<file path="src/rtl/divider_signed_iter.sv">
// Iterative radix-2 restoring divider, one quotient bit per cycle, with optional
// two's-complement operands, divide-by-zero and signed-overflow flagging.
module divider_signed_iter #(
  parameter int unsigned WIDTH = 8
) (
  input  logic             clk,
  input  logic             rst,
  input  logic             strt,
  input  logic             signed_mode,
  input  logic [WIDTH-1:0] dividend,
  input  logic [WIDTH-1:0] divisor,
  output logic [WIDTH-1:0] quotient,
  output logic [WIDTH-1:0] remainder,
  output logic             not_valid,
  output logic             idle,
  output logic             done
);

  localparam int unsigned CW = $clog2(WIDTH);
  localparam logic [WIDTH-1:0] MOST_NEG = {1'b1, {(WIDTH-1){1'b0}}};

  typedef enum logic [1:0] {S_IDLE, S_CALC, S_SIGN} state_t;

  state_t           state_q, state_d;
  logic [WIDTH-1:0] dvd_q, dvd_d;     // dividend magnitude, becomes quotient magnitude
  logic [WIDTH-1:0] dvs_q, dvs_d;
  logic [WIDTH-1:0] rem_q, rem_d;
  logic [CW-1:0]    cnt_q, cnt_d;
  logic             qneg_q, qneg_d;
  logic             rneg_q, rneg_d;
  logic             ovf_q, ovf_d;
  logic [WIDTH-1:0] quo_out_q, quo_out_d;
  logic [WIDTH-1:0] rem_out_q, rem_out_d;
  logic             nv_q, nv_d;
  logic             idle_q, idle_d;
  logic             done_q, done_d;
  logic [WIDTH:0]   shifted;
  logic [WIDTH:0]   trial;

  always_ff @(posedge clk or posedge rst) begin
    if (rst) begin
      state_q   <= S_IDLE;
      dvd_q     <= '0;
      dvs_q     <= '0;
      rem_q     <= '0;
      cnt_q     <= '0;
      qneg_q    <= 1'b0;
      rneg_q    <= 1'b0;
      ovf_q     <= 1'b0;
      quo_out_q <= '0;
      rem_out_q <= '0;
      nv_q      <= 1'b0;
      idle_q    <= 1'b1;
      done_q    <= 1'b0;
    end else begin
      state_q   <= state_d;
      dvd_q     <= dvd_d;
      dvs_q     <= dvs_d;
      rem_q     <= rem_d;
      cnt_q     <= cnt_d;
      qneg_q    <= qneg_d;
      rneg_q    <= rneg_d;
      ovf_q     <= ovf_d;
      quo_out_q <= quo_out_d;
      rem_out_q <= rem_out_d;
      nv_q      <= nv_d;
      idle_q    <= idle_d;
      done_q    <= done_d;
    end
  end

  always_comb begin
    state_d   = state_q;
    dvd_d     = dvd_q;
    dvs_d     = dvs_q;
    rem_d     = rem_q;
    cnt_d     = cnt_q;
    qneg_d    = qneg_q;
    rneg_d    = rneg_q;
    ovf_d     = ovf_q;
    quo_out_d = quo_out_q;
    rem_out_d = rem_out_q;
    nv_d      = nv_q;
    done_d    = 1'b0;
    // Partial remainder widened by one bit so the trial subtraction's borrow is visible.
    shifted   = {rem_q, dvd_q[WIDTH-1]};
    trial     = shifted - {1'b0, dvs_q};

    unique case (state_q)
      S_IDLE: begin
        if (strt) begin
          nv_d = 1'b0;
          if (divisor == '0) begin
            quo_out_d = '1;
            rem_out_d = dividend;
            nv_d      = 1'b1;
            done_d    = 1'b1;
          end else begin
            dvd_d   = (signed_mode && dividend[WIDTH-1]) ? WIDTH'(-dividend) : dividend;
            dvs_d   = (signed_mode && divisor[WIDTH-1])  ? WIDTH'(-divisor)  : divisor;
            rem_d   = '0;
            cnt_d   = CW'(WIDTH - 1);
            qneg_d  = signed_mode && (dividend[WIDTH-1] ^ divisor[WIDTH-1]);
            rneg_d  = signed_mode && dividend[WIDTH-1];
            ovf_d   = signed_mode && (dividend == MOST_NEG) && (divisor == '1);
            state_d = S_CALC;
          end
        end
      end
      S_CALC: begin
        rem_d = trial[WIDTH] ? shifted[WIDTH-1:0] : trial[WIDTH-1:0];
        dvd_d = {dvd_q[WIDTH-2:0], ~trial[WIDTH]};
        cnt_d = cnt_q - CW'(1);
        if (cnt_q == '0) begin
          state_d = S_SIGN;
        end
      end
      S_SIGN: begin
        quo_out_d = qneg_q ? WIDTH'(-dvd_q) : dvd_q;
        rem_out_d = rneg_q ? WIDTH'(-rem_q) : rem_q;
        nv_d      = ovf_q;
        done_d    = 1'b1;
        state_d   = S_IDLE;
      end
      default: state_d = S_IDLE;
    endcase

    idle_d = (state_d == S_IDLE);
  end

  assign quotient  = quo_out_q;
  assign remainder = rem_out_q;
  assign not_valid = nv_q;
  assign idle      = idle_q;
  assign done      = done_q;

endmodule
</file>
<file path="config.mk">
export PLATFORM = sky130hd
export DESIGN_NAME = divider_signed_iter
export DESIGN_NICKNAME = d
export VERILOG_FILES = /design/src/rtl/divider_signed_iter.sv
export SDC_FILE = /design/constraint.sdc
export NUM_CORES = 1
export LEC_CHECK = 0
export ABC_AREA = 1
export BUFFER_PORTS_ARGS = -buffer_cell sky130_fd_sc_hd__clkbuf_2
export CAP_MARGIN = 20
export CORE_ASPECT_RATIO = 1.25
export CORE_MARGIN = 2
export CORE_UTILIZATION = 30
export DETAILED_ROUTE_END_ITERATION = 8
export PLACE_DENSITY = 0.55
export SLEW_MARGIN = 15
export SYNTH_ARGS = -nofsm -noshare
export SYNTH_HDL_FRONTEND = slang
export SYNTH_SLANG_ARGS = --single-unit
</file>
<file path="constraint.sdc">
create_clock -name clk -period 4.2 [get_ports clk]
set_clock_uncertainty 0.2 [all_clocks]
set_input_delay 0.42 -clock clk [delete_from_list [all_inputs] [get_ports clk]]
set_output_delay 0.42 -clock clk [all_outputs]
set_load 0.01 [all_outputs]
</file>
==> flow_metrics.tcl <==
set metrics [dict create \
    powerDensity_nw_per_um2 780.8 \
    cp-end-kind "flip-flop" \
    p_leak_nw 2.035 \
    drv_slew 0 \
    period_needed_ns 2.317 \
    max-vdd-ir-drop_v 0.0002196 \
    dieWidth_um 99.90 \
    worstHoldStart "dividend[4]" \
    total_power_mw 3.058 \
    syn_avg_cell_area_um2 7.260 \
    drc_errors 0 \
    synth_cell_type_count 39 \
    first_iter_violations 156 \
    antenna_found_initial 0 \
    synth_edf_count 0 \
    yosysWarnings 0 \
    postRouteAntennaNets 0 \
    worstHoldPathCells 3 \
    crit_type "reg -> reg" \
    hold_end "remainder[4]" \
    cts_setup_buffers 0 \
    critPathRequiredTime_ns 4.19 \
    synth_seq_area_share 0.3705 \
    synthFlopType "dfrtp_1" \
    fin_nets 549 \
    synth_compound_area_frac 0.09361 \
    initial_core_util 0.3096 \
    core.rowCount 43 \
    async_flop_share 1.000 \
    cts_sinks 51 \
    gp_congestion 0.8810 \
    area_growth_pct 13.57 \
    slew_headroom 0.6208 \
    cp_max_fo 6 \
    synthAdderAreaFrac 0.06023 \
    clock.fmax_mhz 431.5 \
    die_y_um 123.9 \
    yosys.area_share.simple 0.3443 \
    io_buffers 38 \
    synth-seq-cells 51 \
    vias 3110 \
    cts_tree "yes" \
    whs_ns 0.2278 \
    synth_top_area_cell "dfrtp_1" \
    diodes 0 \
    drt_first_pass_iters 4 \
    fin_setup_tns_ns 0 \
    cts-root-buf "clkbuf_16" \
    dpl.hpwl_um 6550 \
    drive_gt1_frac 0.1459 \
    synth_area_leaders "dfrtp_1 36%, nand2_1 15%, nand3_1 8.6%, inv_1 7.4%, ha_1 5.4%" \
    min_path_type "in -> reg" \
    clk_path_buf_depth 2 \
    drt-total-wl_um 8449 \
    syn_inst 475 \
    cts_resized 0 \
    synth_area_um2 3448 \
    grt_max_degree 45 \
    clkLatencyLatePin_ns 0.30 \
    synthMuxAreaShare 0 \
    synth_top_family_by_area "simple AND/OR/NAND/NOR gates" \
    rsz0062_at_grt "false" \
    period_share 0.5517 \
    via_per_inst 4.792 \
    wl_per_cell_um 13.02 \
    coreArea_um2 11140 \
    worst_slew_pin_slew_ns 0.5689 \
    htree_num_levels 2 \
    grt_pass1_wl_um 14590 \
    reg2reg_to "rem_q[3]" \
    ff2ff_path_depth 13 \
    yosysTopAreaCellShare 0.3628 \
    hold_viol_final 0 \
    fill_cells 1194 \
    io_pins 39 \
    ctsHoldBuffers 1 \
    cap_violations 0 \
    r2r_start "dvd_q[7]" \
    dieArea_um2 12370 \
    arrival_ns 2.30 \
    setup_viol 0 \
    critPathLaunchType "flip-flop" \
    grt_pass1_vias 3014 \
    grt-ovfl-total 0 \
    cts.clk_slew.worst_paths_ns 0.07 \
    r2r_slack_ns 1.88 \
    synth_xor_area_frac 0.02540 \
    track_usage 0.1492 \
    status "complete, no violations" \
    numCtsBuffers 5 \
    synth.net_count 511 \
]
[cell type report]
cell class                      instances  area (um^2)  area share
Timing Repair Buffer                   42        222.7     0.05687
Clock buffer                            7        132.6     0.03387
Clock inverter                          1        30.03    0.007668
Tap cell                              135        168.9     0.04313
Sequential cell                        51         1277      0.3262
Inverter                               70        279.0     0.07125
Multi-Input combinational cell        343         1805      0.4610
[worst max-delay path by stage]
stage               cells after the start  slack, ns  endpoint  startpoint
floorplan                              13       2.10  rem_q[0]    dvd_q[7]
global placement                       13       1.96  rem_q[4]    dvd_q[7]
detailed placement                     13       1.90  rem_q[3]    dvd_q[7]
CTS                                    13       1.87  rem_q[3]    dvd_q[7]
global route                           13       1.61  rem_q[3]    dvd_q[7]
finish                                 13       1.88  rem_q[3]    dvd_q[7]
[routing by layer]
metal	track usage	up-vias	routed length [um]
met5	0	-	0
met4	0.05822	0	152
met3	0.02245	8	365
met2	0.2479	73	3945
met1	0.1962	1427	3986
li1	-	1602	-
[where the power goes]
part           internal [mW]  switching (mW)
Clock                  0.282           0.188
Combinational          0.633            1.04
Sequential             0.725           0.191
[cell usage after synthesis (4+ instances only)]
cell type / count
nor3_1: 6
nand2_2: 8
o21ai_0: 29
o21ai_1: 5
nand3_1: 59
a21oi_1: 11
nor2_1: 26
inv_1: 68
ha_1: 15
xor2_1: 9
nor2_2: 4
dfrtp_1: 50
nand2_1: 136
buf_2: 4
nand2_4: 4
nand4_1: 8
[worst max-delay path: stages (launching register included)]
cell and delay (ns):
dfrtp_1 0.37, inv_1 0.08, ha_1 0.23, fa_1 0.40
inv_1 0.07, nand2_1 0.04, nand2_1 0.11, nand3_1 0.12
nand2_1 0.11, nand2_1 0.13, nand2_2 0.15, nand2_1 0.06
nand3_1 0.08, nand2_1 0.05
[cells by family (layout without fill, tap and decap cells)]
logic type               Yosys count  count (layout)
AND/OR/NAND/NOR                  260             260
buffers and inverters             81             120
AO/OA/AOI/OAI                     57              57
flip-flops                        51              51
adder cells (fa/ha/maj)           16              16
XOR/XNOR                          10              10
[cells in the final DEF, fill, tap and decap left out, types with 2 or more instances in the layout]
cell	n
a21oi_1	11
a21oi_2	2
a22oi_1	2
buf_4	3
clkbuf_1	2
clkbuf_16	5
clkbuf_2	38
dfrtp_1	50
ha_1	15
inv_1	67
nand2_1	136
nand2_2	8
nand2_4	4
nand3_1	59
nand3b_1	3
nand4_1	8
nor2_1	26
nor2_2	4
nor2_4	2
nor3_1	6
o21a_1	2
o21ai_0	29
o21ai_1	5
o22ai_1	2
xor2_1	9
[sequential cells by signal, indices dropped and copies added, names as in the netlist]
name and flops:
dvd_q 8, dvs_q 8, quotient 8, rem_q 8
remainder 8, cnt_q 3, state_q 2, done 1
idle 1, not_valid 1, ovf_q 1, qneg_q 1
rneg_q 1
[per-stage QoR]
stage | setup WS, ns | cell area (um^2) | utilization | cells
2_1_floorplan | 2.101 | 3448 | - | 475
3_3_place_gp | 1.964 | 3744 | 0.3361 | 640
3_5_place_dp | 1.897 | 3744 | 0.3361 | 640
4_1_cts | 1.874 | 3916 | 0.3516 | 649
5_1_grt | 1.609 | 3916 | 0.3516 | 649
6_report | 1.883 | 3916 | 0.3516 | 649
Power figures use the tool's default switching activity.
